`config.mk`:
```
export PLATFORM = sky130hd
export DESIGN_NAME = hazard_ctrl_flat
export DESIGN_NICKNAME = d
export VERILOG_FILES = /design/src/rtl/hazard_pkg.sv /design/src/rtl/hazard_ctrl_if.sv /design/src/rtl/hazard_memwait_fsm.sv /design/src/rtl/hazard_ctrl.sv /design/src/flat_wrapper.sv
export SDC_FILE = /design/constraint.sdc
export NUM_CORES = 1
export LEC_CHECK = 0
export ABC_AREA = 1
export CAP_MARGIN = 10
export CORE_UTILIZATION = 44
export CTS_BUF_LIST = sky130_fd_sc_hd__clkbuf_8
export DETAILED_ROUTE_END_ITERATION = 10
export HOLD_SLACK_MARGIN = 0.03
export PLACE_DENSITY = 0.93
export SETUP_SLACK_MARGIN = 0.15
export SLEW_MARGIN = 0
export SYNTH_ARGS = -nofsm -noshare
export SYNTH_HDL_FRONTEND = slang
export SYNTH_HIERARCHICAL = 1
export SYNTH_SLANG_ARGS = --single-unit
```
`constraint.sdc`:
```
create_clock -name clk -period 2.2 [get_ports clk]
set_input_delay 0.44 -clock clk [delete_from_list [all_inputs] [get_ports clk]]
set_output_delay 0.44 -clock clk [all_outputs]
set_load 0.005 [all_outputs]
```
`src/rtl/hazard_pkg.sv`:
```
// hazard_pkg: shared FSM state encoding and register-address constants for the hazard unit
package hazard_pkg;
  localparam int REG_ADDR_W = 5;
  localparam logic [REG_ADDR_W-1:0] X0 = '0;
  typedef enum logic [1:0] {RUN, MEMWAIT, ERR} state_t;
endpackage

```
`src/rtl/hazard_ctrl_if.sv`:
```
// hazard_ctrl_if: ID/EX stall interface between pipeline (slave) and hazard unit (master)
// Statistics counter signals exist only when HAZARD_STATS_EN is defined.
interface hazard_ctrl_if import hazard_pkg::*; #(parameter int CNT_W = 16);
  logic                  MemRead_ex;
  logic [REG_ADDR_W-1:0] rdAddr_ex;
  logic [REG_ADDR_W-1:0] rs1Addr_id;
  logic [REG_ADDR_W-1:0] rs2Addr_id;
  logic                  rs1Used_id;
  logic                  rs2Used_id;
  logic                  BranchTaken_ex;
  logic                  MemAccess_mem;
  logic                  MemReady_mem;
  logic                  PC_IFWrite;
  logic                  IF_ID_Write;
  logic                  IF_ID_Flush;
  logic                  Stall;
  logic                  Freeze;
  logic                  MemTimeout;
`ifdef HAZARD_STATS_EN
  logic [CNT_W-1:0]      LoadUseCnt;
  logic [CNT_W-1:0]      FlushCnt;
  logic [CNT_W-1:0]      FreezeCnt;
`endif
  modport master (
    input  MemRead_ex, rdAddr_ex, rs1Addr_id, rs2Addr_id, rs1Used_id, rs2Used_id,
           BranchTaken_ex, MemAccess_mem, MemReady_mem,
    output PC_IFWrite, IF_ID_Write, IF_ID_Flush, Stall, Freeze, MemTimeout
`ifdef HAZARD_STATS_EN
    , output LoadUseCnt, FlushCnt, FreezeCnt
`endif
  );
  modport slave (
    output MemRead_ex, rdAddr_ex, rs1Addr_id, rs2Addr_id, rs1Used_id, rs2Used_id,
           BranchTaken_ex, MemAccess_mem, MemReady_mem,
    input  PC_IFWrite, IF_ID_Write, IF_ID_Flush, Stall, Freeze, MemTimeout
`ifdef HAZARD_STATS_EN
    , input LoadUseCnt, FlushCnt, FreezeCnt
`endif
  );
endinterface

```
`src/rtl/hazard_memwait_fsm.sv`:
```
// hazard_memwait_fsm: tracks data-memory wait cycles, raises freeze_req and a sticky timeout error
module hazard_memwait_fsm import hazard_pkg::*; #(
  parameter int TIMEOUT = 16
) (
  input  logic clk,
  input  logic rst_n,
  input  logic mem_access,
  input  logic mem_ready,
  output logic freeze_req,
  output logic mem_timeout
);
  localparam int CW = $clog2(TIMEOUT) + 1;
  state_t        state;
  logic [CW-1:0] wait_cnt;
  logic          mem_wait;
  assign mem_wait = mem_access & ~mem_ready;
  // Gated by rst_n so a pending wait cannot freeze the pipeline while reset is held
  assign freeze_req = rst_n & ((state == ERR) | mem_wait);
  always_ff @(posedge clk or negedge rst_n) begin
    if (!rst_n) begin
      state       <= RUN;
      wait_cnt    <= '0;
      mem_timeout <= 1'b0;
    end else begin
      case (state)
        RUN: if (mem_wait) begin
          state    <= MEMWAIT;
          wait_cnt <= CW'(1);
        end
        MEMWAIT: if (!mem_wait) begin
          state    <= RUN;
          wait_cnt <= '0;
        end else if (wait_cnt == CW'(TIMEOUT - 1)) begin
          state       <= ERR;
          mem_timeout <= 1'b1;
        end else begin
          wait_cnt <= wait_cnt + CW'(1);
        end
        default: state <= ERR;
      endcase
    end
  end
endmodule

```
`src/rtl/hazard_ctrl.sv`:
```
// hazard_ctrl: load-use / branch / memory-wait hazard control for the 5-stage pipeline
// Define HAZARD_STATS_EN to add saturating LoadUseCnt/FlushCnt/FreezeCnt counters.
module hazard_ctrl import hazard_pkg::*; #(
  parameter int TIMEOUT = 16,
  parameter int CNT_W   = 16
) (
  input logic          clk,
  input logic          rst_n,
  hazard_ctrl_if.master hz
);
  logic freeze_req, load_use, p1, p2, p3;
  hazard_memwait_fsm #(.TIMEOUT(TIMEOUT)) u_fsm (
    .clk        (clk),
    .rst_n      (rst_n),
    .mem_access (hz.MemAccess_mem),
    .mem_ready  (hz.MemReady_mem),
    .freeze_req (freeze_req),
    .mem_timeout(hz.MemTimeout)
  );
  assign load_use = hz.MemRead_ex & (hz.rdAddr_ex != X0) &
                    ((hz.rs1Used_id & (hz.rs1Addr_id == hz.rdAddr_ex)) |
                     (hz.rs2Used_id & (hz.rs2Addr_id == hz.rdAddr_ex)));
  assign p1 = freeze_req;
  assign p2 = rst_n & ~p1 & hz.BranchTaken_ex;
  assign p3 = rst_n & ~p1 & ~hz.BranchTaken_ex & load_use;
  assign hz.Freeze      = p1;
  assign hz.IF_ID_Flush = p2;
  assign hz.Stall       = p2 | p3;
  assign hz.PC_IFWrite  = ~(p1 | p3);
  assign hz.IF_ID_Write = ~(p1 | p3);
`ifdef HAZARD_STATS_EN
  logic [CNT_W-1:0] lu_cnt, fl_cnt, fz_cnt;
  always_ff @(posedge clk or negedge rst_n) begin
    if (!rst_n) begin
      lu_cnt <= '0;
      fl_cnt <= '0;
      fz_cnt <= '0;
    end else begin
      if (p3 && !(&lu_cnt)) lu_cnt <= lu_cnt + CNT_W'(1);
      if (p2 && !(&fl_cnt)) fl_cnt <= fl_cnt + CNT_W'(1);
      if (p1 && !(&fz_cnt)) fz_cnt <= fz_cnt + CNT_W'(1);
    end
  end
  assign hz.LoadUseCnt = lu_cnt;
  assign hz.FlushCnt   = fl_cnt;
  assign hz.FreezeCnt  = fz_cnt;
`endif
endmodule

```
`src/flat_wrapper.sv`:
```
// flat-port wrapper written by rule: the top's interface ports become plain ports
module hazard_ctrl_flat import hazard_pkg::*;
#(
  parameter int TIMEOUT = 16,
  parameter int CNT_W   = 16
)
  (clk, rst_n, hz_MemRead_ex, hz_rdAddr_ex, hz_rs1Addr_id, hz_rs2Addr_id, hz_rs1Used_id, hz_rs2Used_id, hz_BranchTaken_ex, hz_MemAccess_mem, hz_MemReady_mem, hz_PC_IFWrite, hz_IF_ID_Write, hz_IF_ID_Flush, hz_Stall, hz_Freeze, hz_MemTimeout);
  hazard_ctrl_if #(.CNT_W(CNT_W)) hz_i ();
  input logic clk;
  input logic rst_n;
  input wire logic [$bits(hz_i.MemRead_ex)-1:0] hz_MemRead_ex;
  input wire logic [$bits(hz_i.rdAddr_ex)-1:0] hz_rdAddr_ex;
  input wire logic [$bits(hz_i.rs1Addr_id)-1:0] hz_rs1Addr_id;
  input wire logic [$bits(hz_i.rs2Addr_id)-1:0] hz_rs2Addr_id;
  input wire logic [$bits(hz_i.rs1Used_id)-1:0] hz_rs1Used_id;
  input wire logic [$bits(hz_i.rs2Used_id)-1:0] hz_rs2Used_id;
  input wire logic [$bits(hz_i.BranchTaken_ex)-1:0] hz_BranchTaken_ex;
  input wire logic [$bits(hz_i.MemAccess_mem)-1:0] hz_MemAccess_mem;
  input wire logic [$bits(hz_i.MemReady_mem)-1:0] hz_MemReady_mem;
  output wire logic [$bits(hz_i.PC_IFWrite)-1:0] hz_PC_IFWrite;
  output wire logic [$bits(hz_i.IF_ID_Write)-1:0] hz_IF_ID_Write;
  output wire logic [$bits(hz_i.IF_ID_Flush)-1:0] hz_IF_ID_Flush;
  output wire logic [$bits(hz_i.Stall)-1:0] hz_Stall;
  output wire logic [$bits(hz_i.Freeze)-1:0] hz_Freeze;
  output wire logic [$bits(hz_i.MemTimeout)-1:0] hz_MemTimeout;
  assign hz_i.MemRead_ex = hz_MemRead_ex;
  assign hz_i.rdAddr_ex = hz_rdAddr_ex;
  assign hz_i.rs1Addr_id = hz_rs1Addr_id;
  assign hz_i.rs2Addr_id = hz_rs2Addr_id;
  assign hz_i.rs1Used_id = hz_rs1Used_id;
  assign hz_i.rs2Used_id = hz_rs2Used_id;
  assign hz_i.BranchTaken_ex = hz_BranchTaken_ex;
  assign hz_i.MemAccess_mem = hz_MemAccess_mem;
  assign hz_i.MemReady_mem = hz_MemReady_mem;
  assign hz_PC_IFWrite = hz_i.PC_IFWrite;
  assign hz_IF_ID_Write = hz_i.IF_ID_Write;
  assign hz_IF_ID_Flush = hz_i.IF_ID_Flush;
  assign hz_Stall = hz_i.Stall;
  assign hz_Freeze = hz_i.Freeze;
  assign hz_MemTimeout = hz_i.MemTimeout;
  hazard_ctrl #(.TIMEOUT(TIMEOUT), .CNT_W(CNT_W)) u_core (.clk(clk), .rst_n(rst_n), .hz(hz_i));
endmodule
```
==> impl_results.md, run 1 <==
- Crit share post-route: 0.9215
- Via count: 940
- Die ar.: approximately 1800 um^2
- Post-synth EDFFs: 0
- Clock Latency Late Sink: between 0.2 and 0.25 ns
- R2r setup slk: ~0.47 ns
- Syn Nets: roughly 160
- F_max: 0.4933 GHz
- Synth Warn #: 6
- First-pass GRT wire length: ~3400 um
- Initial Util: 0.4770
- Maximum fanout along the worst path: 2
- Die height: ~43 um
- Setup violators final: 0
- Power Density: about 370 nW/um^2
- Final Hold Vio Count: 0
- Final Util: 0.7709
- CTS tree: yes
- CTS max path bufs: 2
- Slew HR: 0.8680
- Top-count cell post-synth: nand2_1
- Reg2Reg Depth: 10
- Commonest cells in the netlist: nand2_1, inv_1, nor2_1, dfrtp_1, nand3_1
- Largest net degree at the start of global routing: 10
- DRC: 0
- Placement Setup Slack: -0.5626 ns
- RD Place Congestion: between 0.8 and 0.9
- Syn Area/Cell: roughly 5.5 um^2
- Die X: ~43 um
- Core outline area: ~1500 um^2
- Storage cell area: between 200 and 250 um^2
- Num rows: 14
- CTS clk-pin slew, worst paths: roughly 0.040 ns
- Post-Syn Instances: about 130
- Ports: 29
- Worst EP required: 1.76 ns
- Number of fill cells: 110
- Max-Cap Viols: 0
- Slew @ Worst Pin: ~0.20 ns
- Hold Crit Class: primary input to async pin
- Ant. Diodes: 0
- Layout cells sized above 1: 0.2686
- Vias per Instance: ~4.9
- FFs w/ async S/R, synth: 1.000
- GRT Overall Usage: 0.2487
- Area of the multi-input gates: ~440 um^2
- Fin Clk Skew: between 0.001 and 0.0015 ns
- Layout Cells excl Fill: roughly 190
- Iter 0 DRT Violations: 25
- Mapped Area: between 700 and 800 um^2
- Post-DP HPWL: roughly 1400 um
- Final setup margin: 0.1727 ns
- Minimum clock period: roughly 2.0 ns
- DP Cell Count: approximately 180
- Synth top area share: 0.3098
- Setup CP Type: register to output pin
- Detailed-route wire length per cell: 11.42 um
- Critical path arrival: 1.59 ns
- P&R area growth vs syn: 61.62%
- IO buf count: 28
- Main area contributors after synthesis: nand2_1, dfrtp_1, inv_1, nor2_1, ha_1
- WHS: roughly 0.27 ns
- Final Net Count: approximately 200
- Reg-to-Reg End: u_core/u_fsm/wait_cnt[2]$_DFFE_PN0P_
- CP endpoint kind: output pin
- Vias in the first global route: 860
- CTS sink count: 8
- Worst VDD drop: approximately 0.33 mV
- Unrepaired setup endpoints after global routing: true
- P_leak: approximately 0.00074 uW
- Initial antenna violation count: 0
- Synth cell types: 18
- Detail Route Antenna Nets: 0
- Setup TNS: 0 ns
- Synth Flop Type: dfrtp_1
- Worst R2R Start: u_core/u_fsm/wait_cnt[0]$_DFFE_PN0P_
- Total grt overflow: 0
- Status: finished clean
- Slew Limit Fails: 0
- DRT Wirelength: 2182 um
- Clock Tree Root: clkbuf_8
- Detailed Routing Iterations Pass 1: 4
- Sequential element share of the synthesized area: 0.2754
- Seq cells post-synth: 8
- Cts bufs inserted: 3
- Crit path launch type: register
- Htree depth: 1
- Area leader, netlist: nand2_1
-- report_power, final --
part,internal [uW],switching (uW),leakage (uW)
clock,119,59.0,0.0000216
sequential,148,0,0.000107
combinational,54.7,49.2,0.000612
total,321,108,0.000740
-- worst max path at each step --
stage	from	end	slack, ns	depth (start not counted)
final	u_core/u_fsm/state[0]$_DFFE_PN0P_	hz_IF_ID_Write	0.17	11
after global routing	u_core/u_fsm/state[0]$_DFFE_PN0P_	hz_IF_ID_Write	0.08	11
after CTS	hz_rs2Addr_id[1]	hz_Stall	0.15	10
after detailed placement	hz_MemReady_mem	hz_IF_ID_Write	-0.56	11
after global placement	hz_MemAccess_mem	hz_IF_ID_Write	-0.47	10
after floorplan	hz_MemReady_mem	hz_PC_IFWrite	0.22	10
-- flip-flops by register name, summed over array words and instances, names as in the netlist --
name,cells
u_core/u_fsm/state,2
u_core/u_fsm/mem_timeout,1
u_core/u_fsm/wait_cnt,5
-- layout make-up --
cell class / instances / share of cell area
clock buffers: 3 / 0.03514
inverters: 30 / 0.09585
multi-input cells: 92 / 0.3781
flip-flops and latches: 8 / 0.1704
well taps: 16 / 0.01704
repair buffers: 42 / 0.3035
-- cell usage in the layout (no fill, tap or decap), types with 2 or more instances in the layout --
| cell type | n |
|---|---|
| nand2_1 | 54 |
| inv_1 | 21 |
| dlygate4sd2_1 | 15 |
| buf_4 | 12 |
| nor2_1 | 11 |
| inv_2 | 9 |
| dfrtp_1 | 8 |
| nand2_2 | 7 |
| clkdlybuf4s50_1 | 5 |
| clkbuf_8 | 3 |
| dlymetal6s2s_1 | 3 |
| buf_2 | 3 |
| nor2_2 | 3 |
| nand3_1 | 3 |
| clkbuf_2 | 2 |
| nand4_1 | 2 |
| buf_6 | 2 |
| ha_1 | 2 |
-- cells by family (layout without fill, tap and decap cells) --
group                    count (synthesis)  count (layout)  synth area share
AND/OR/NAND/NOR                         84              84            0.4768
AO/OA/AOI/OAI                            6               6           0.04820
buffers and inverters                   31              75            0.1652
flip-flops                               8               8            0.2754
adder cells (fa/ha/maj)                  2               2           0.03442
-- worst max-delay path, stage by stage (launching register included) --
cell	delay [ns]
dfrtp_1	0.38
inv_2	0.07
nand2_2	0.05
a21boi_2	0.13
inv_1	0.06
nand2_2	0.07
nor3_2	0.04
o21ai_1	0.08
inv_1	0.09
buf_6	0.12
a21oi_2	0.13
buf_2	0.13
-- metal layers --
| metal | global-route usage | wire, um | up-vias |
|---|---|---|---|
| met3 | 0.03879 | 150 | 7 |
| met5 | 0 | 0 | - |
| met1 | 0.2811 | 853 | 416 |
| met4 | 0.1000 | 38 | 0 |
| met2 | 0.4545 | 1140 | 41 |
| li1 | - | - | 476 |
-- through the flow --
step | instance area (um^2) | total power [uW]
after global routing | 1175 | 448.9
after detailed placement | 1057 | 247.4
after floorplan | 726.9 | 183.3
final | 1175 | 429.3
after global placement | 1057 | 244.1
after CTS | 1130 | 425.9
-- what timing repair did --
item,in CTS,in global routing
pin swaps,11,6
gates cloned,0,0
hold buffers,0,0
setup endpoints to repair,5,4
resized for setup,43,16
buffers inserted,5,4
(Power assumes the default switching activity.)
==> run 2: changes to the inputs <==
--- a/config.mk
+++ b/config.mk
@@ -5,13 +5,12 @@
 export SDC_FILE = /design/constraint.sdc
 export NUM_CORES = 1
 export LEC_CHECK = 0
-export ABC_AREA = 1
 export CAP_MARGIN = 10
-export CORE_UTILIZATION = 44
+export CORE_UTILIZATION = 43
 export CTS_BUF_LIST = sky130_fd_sc_hd__clkbuf_8
 export DETAILED_ROUTE_END_ITERATION = 10
 export HOLD_SLACK_MARGIN = 0.03
-export PLACE_DENSITY = 0.93
+export PLACE_DENSITY = 0.94
 export SETUP_SLACK_MARGIN = 0.15
 export SLEW_MARGIN = 0
 export SYNTH_ARGS = -nofsm -noshare
==> run 2 against run 1 <==
Net effect: wire length decreased by 16%; flip-flop and latch count unchanged; combinational power increased by 19%; critical path type is now primary input to output pin; largest cell class unchanged.
==> impl_results.md, run 2 <==
- CP endpoint kind: output pin
- Fin Clk Skew: approximately 0.006 ns
- Slew HR: 0.8310
- Crit share post-route: 0.9827
- Share of total power in the clock network: 0.387
- Clock Latency Late Sink: 0.24 ns
- Power Density: ~420 nW/um^2
- RD Place Congestion: 0.8130
- Final Net Count: 141
- Die ar.: approximately 1700 um^2
- F_max: approximately 0.46 GHz
- DRT Wirelength: ~1800 um
- Syn Area/Cell: 9.228 um^2
- Sequential element share of the synthesized area: 0.3013
- Post-synthesis mux area share: 0
- Synth Area in Adders: 0.03766
- Synth Area in Compound Gates: 0.1827
- Cell-internal power: 345.6 uW
- Maximum fanout along the worst path: 2
- Core outline area: ~1400 um^2
- Net Sw Power: ~120 uW
- Switching fraction of total power: 0.2528
- Post-synth EDFFs: 0
- Setup violators final: 0
- Seq cells post-synth: 8
- Detail Route Antenna Nets: 0
- Flop pwr share: 0.346
- Most common cell after layout, fill and taps aside: buf_4
- Setup CP Type: primary input to output pin
- Commonest cells in the netlist: xnor2_1, dfrtp_1, nand2b_1, a21oi_1, nand2_1
- Crit path launch type: primary input
- Unrepaired setup endpoints after global routing: true
- Total grt overflow: 0
- Reg-to-Reg End: u_core/u_fsm/wait_cnt[3]$_DFFE_PN0P_
- Htree depth: 1
- Post-Syn Instances: 72
- Die height: about 41 um
- Top-count cell post-synth: xnor2_1
- Slew @ Worst Pin: between 0.2 and 0.3 ns
- Synth top area share: 0.3013
- Ant. Diodes: 0
- Cts bufs inserted: 3
- CTS clk-pin slew, worst paths: 0.04 ns
- Synth cell types: 33
- Die X: approximately 41 um
- Synth Area in Simple Gates: 0.2994
- Vias per Instance: 5.333
- Number of fill cells: between 80 and 90
- Final Hold Vio Count: 0
- Mapped Area: approximately 660 um^2
- Setup TNS: 0 ns
- Syn Nets: just under 100
- Layout Cells excl Fill: 129
- CTS sink count: 8
- Synth Flop Type: dfrtp_1
- Max-Cap Viols: 0
- Minimum clock period: about 2.2 ns
- P&R area growth vs syn: 67.04%
- Status: finished clean
- Initial antenna violation count: 0
- Synth Area in XOR/XNOR: 0.1318
- Logic pwr share: 0.267
- Slew Limit Fails: 0
- Main area contributors after synthesis: dfrtp_1, xnor2_1, nand2b_1, o2bb2ai_1, a21oi_1
- Via count: between 600 and 700
- Iter 0 DRT Violations: 17
- Most frequent cells in the layout: buf_4, dlygate4sd2_1, xnor2_1
- Worst R2R Start: u_core/u_fsm/wait_cnt[0]$_DFFE_PN0P_
- Final Util: 0.8123
- CTS tree: yes
- Area leader, netlist: dfrtp_1
- Max reg flops: 5
- DP Cell Count: 123
- Post-DP HPWL: 1368 um
- Initial Util: 0.4863
- CTS max path bufs: 2
- Power Total: ~460 uW
- First-pass GRT wire length: ~2800 um
- FFs w/ async S/R, synth: 1.000
- Detailed-route wire length per cell: roughly 14 um
- Reg2Reg Depth: 6
- P_leak: between 0.0005 and 0.0006 uW
- Ports: 29
- Synth Warn #: 6
- GRT Overall Usage: 0.2688
- Biggest registers after layout: u_core/u_fsm/wait_cnt (5), u_core/u_fsm/state (2), u_core/u_fsm/mem_timeout (1)
- Critical path arrival: between 1.5 and 2 ns
- R2r setup slk: 0.29 ns
- Num rows: 13
- Worst EP required: 1.76 ns
- Largest net degree at the start of global routing: 12
- Hold Crit Class: primary input to async pin
- Largest Register: u_core/u_fsm/wait_cnt
- DRC: 0
- Clock Tree Root: clkbuf_8
- Layout cells sized above 1: 0.2895
- Vias in the first global route: approximately 670
- Worst VDD drop: 0.4484 mV
- Combinational family with the most area after synthesis: simple AND/OR/NAND/NOR gates
- IO buf count: 28
- Detailed Routing Iterations Pass 1: 4
[run 2: power by group through the flow]
stage / Sequential, uW / Clock (uW) / Combinational [uW]
after global routing: 161 / 188 / 135
after detailed placement: 161 / 0 / 123
final: 160 / 179 / 124
after CTS: 160 / 183 / 123
after floorplan: 160 / 0 / 45.7
after global placement: 161 / 0 / 118
[run 2: how the worst max path moves through the flow]
stage,from,endpoint,slack [ns],cells past startpoint
2_1_floorplan,u_core/u_fsm/wait_cnt[0]$_DFFE_PN0P_,u_core/u_fsm/wait_cnt[3]$_DFFE_PN0P_,0.26,7
3_3_place_gp,hz_rdAddr_ex[1],hz_IF_ID_Write,-0.53,6
3_5_place_dp,hz_rdAddr_ex[1],hz_PC_IFWrite,-0.62,6
4_1_cts,hz_rdAddr_ex[4],hz_PC_IFWrite,0.01,8
5_1_grt,hz_rs2Addr_id[1],hz_PC_IFWrite,-0.03,8
6_report,hz_rdAddr_ex[4],hz_PC_IFWrite,0.04,8
[run 2: layout make-up]
| type | instances | area [um^2] | share of cell area |
|---|---|---|---|
| Multi-Input combinational cell | 59 | 475.5 | 0.4284 |
| Tap cell | 15 | 18.77 | 0.01691 |
| Sequential cell | 8 | 200.2 | 0.1804 |
| Clock buffer | 3 | 41.29 | 0.03720 |
| Inverter | 1 | 3.754 | 0.003382 |
| Timing Repair Buffer | 43 | 370.4 | 0.3337 |
[run 2: stage by stage]
step                      instance area, um^2  setup WS [ns]  hold slack (ns)
after floorplan                         664.4         0.2561           0.1444
after global placement                   1026        -0.5335           0.4643
after detailed placement                 1026        -0.6164           0.4608
after CTS                                1106        0.01412           0.2545
after global routing                     1110       -0.03016           0.2641
final                                    1110        0.03812           0.2523
[run 2: worst max-delay path, cell delays in order]
cell	delay, ns
buf_6	0.09
or4_4	0.54
o21ai_4	0.17
nor3b_2	0.08
a21oi_2	0.13
buf_4	0.12
buf_6	0.08
buf_6	0.08
[run 2: what timing repair did]
| action | 4_1_cts | 5_1_grt |
|---|---|---|
| gates resized for setup | 48 | 2 |
| endpoints found under the setup margin | 5 | 5 |
| hold buffers | 0 | 0 |
| setup buffers | 3 | 0 |
| pin swaps | 17 | 2 |
[run 2: cells by family (layout without fill, tap and decap cells)]
group                      after synthesis  in the layout
AOI/OAI and AO/OA                       18             18
and+or+nand+nor                         29             29
buffers and inverters                    5             47
adders and majority gates                2              2
xor gates and xnor gates                10             10
DFF                                      8              8
[run 2: per-layer routing]
layer / track usage / part of all wire / routed length, um
met1: 0.2929 / 0.41 / 742
met2: 0.4766 / 0.53 / 971
met3: 0.08511 / 0.048 / 88
met4: 0.1129 / 0.016 / 29
met5: 0 / 0 / 0
==> run 3: changes to the inputs <==
--- a/config.mk
+++ b/config.mk
@@ -8,11 +8,12 @@
 export CAP_MARGIN = 10
 export CORE_UTILIZATION = 43
 export CTS_BUF_LIST = sky130_fd_sc_hd__clkbuf_8
+export CTS_CLUSTER_DIAMETER = 200
 export DETAILED_ROUTE_END_ITERATION = 10
 export HOLD_SLACK_MARGIN = 0.03
 export PLACE_DENSITY = 0.94
 export SETUP_SLACK_MARGIN = 0.15
-export SLEW_MARGIN = 0
+export SLEW_MARGIN = 20
 export SYNTH_ARGS = -nofsm -noshare
 export SYNTH_HDL_FRONTEND = slang
 export SYNTH_HIERARCHICAL = 1
==> results of run 3 <==
Same layout as run 2: the final DEF is identical, and so are final timing and power.
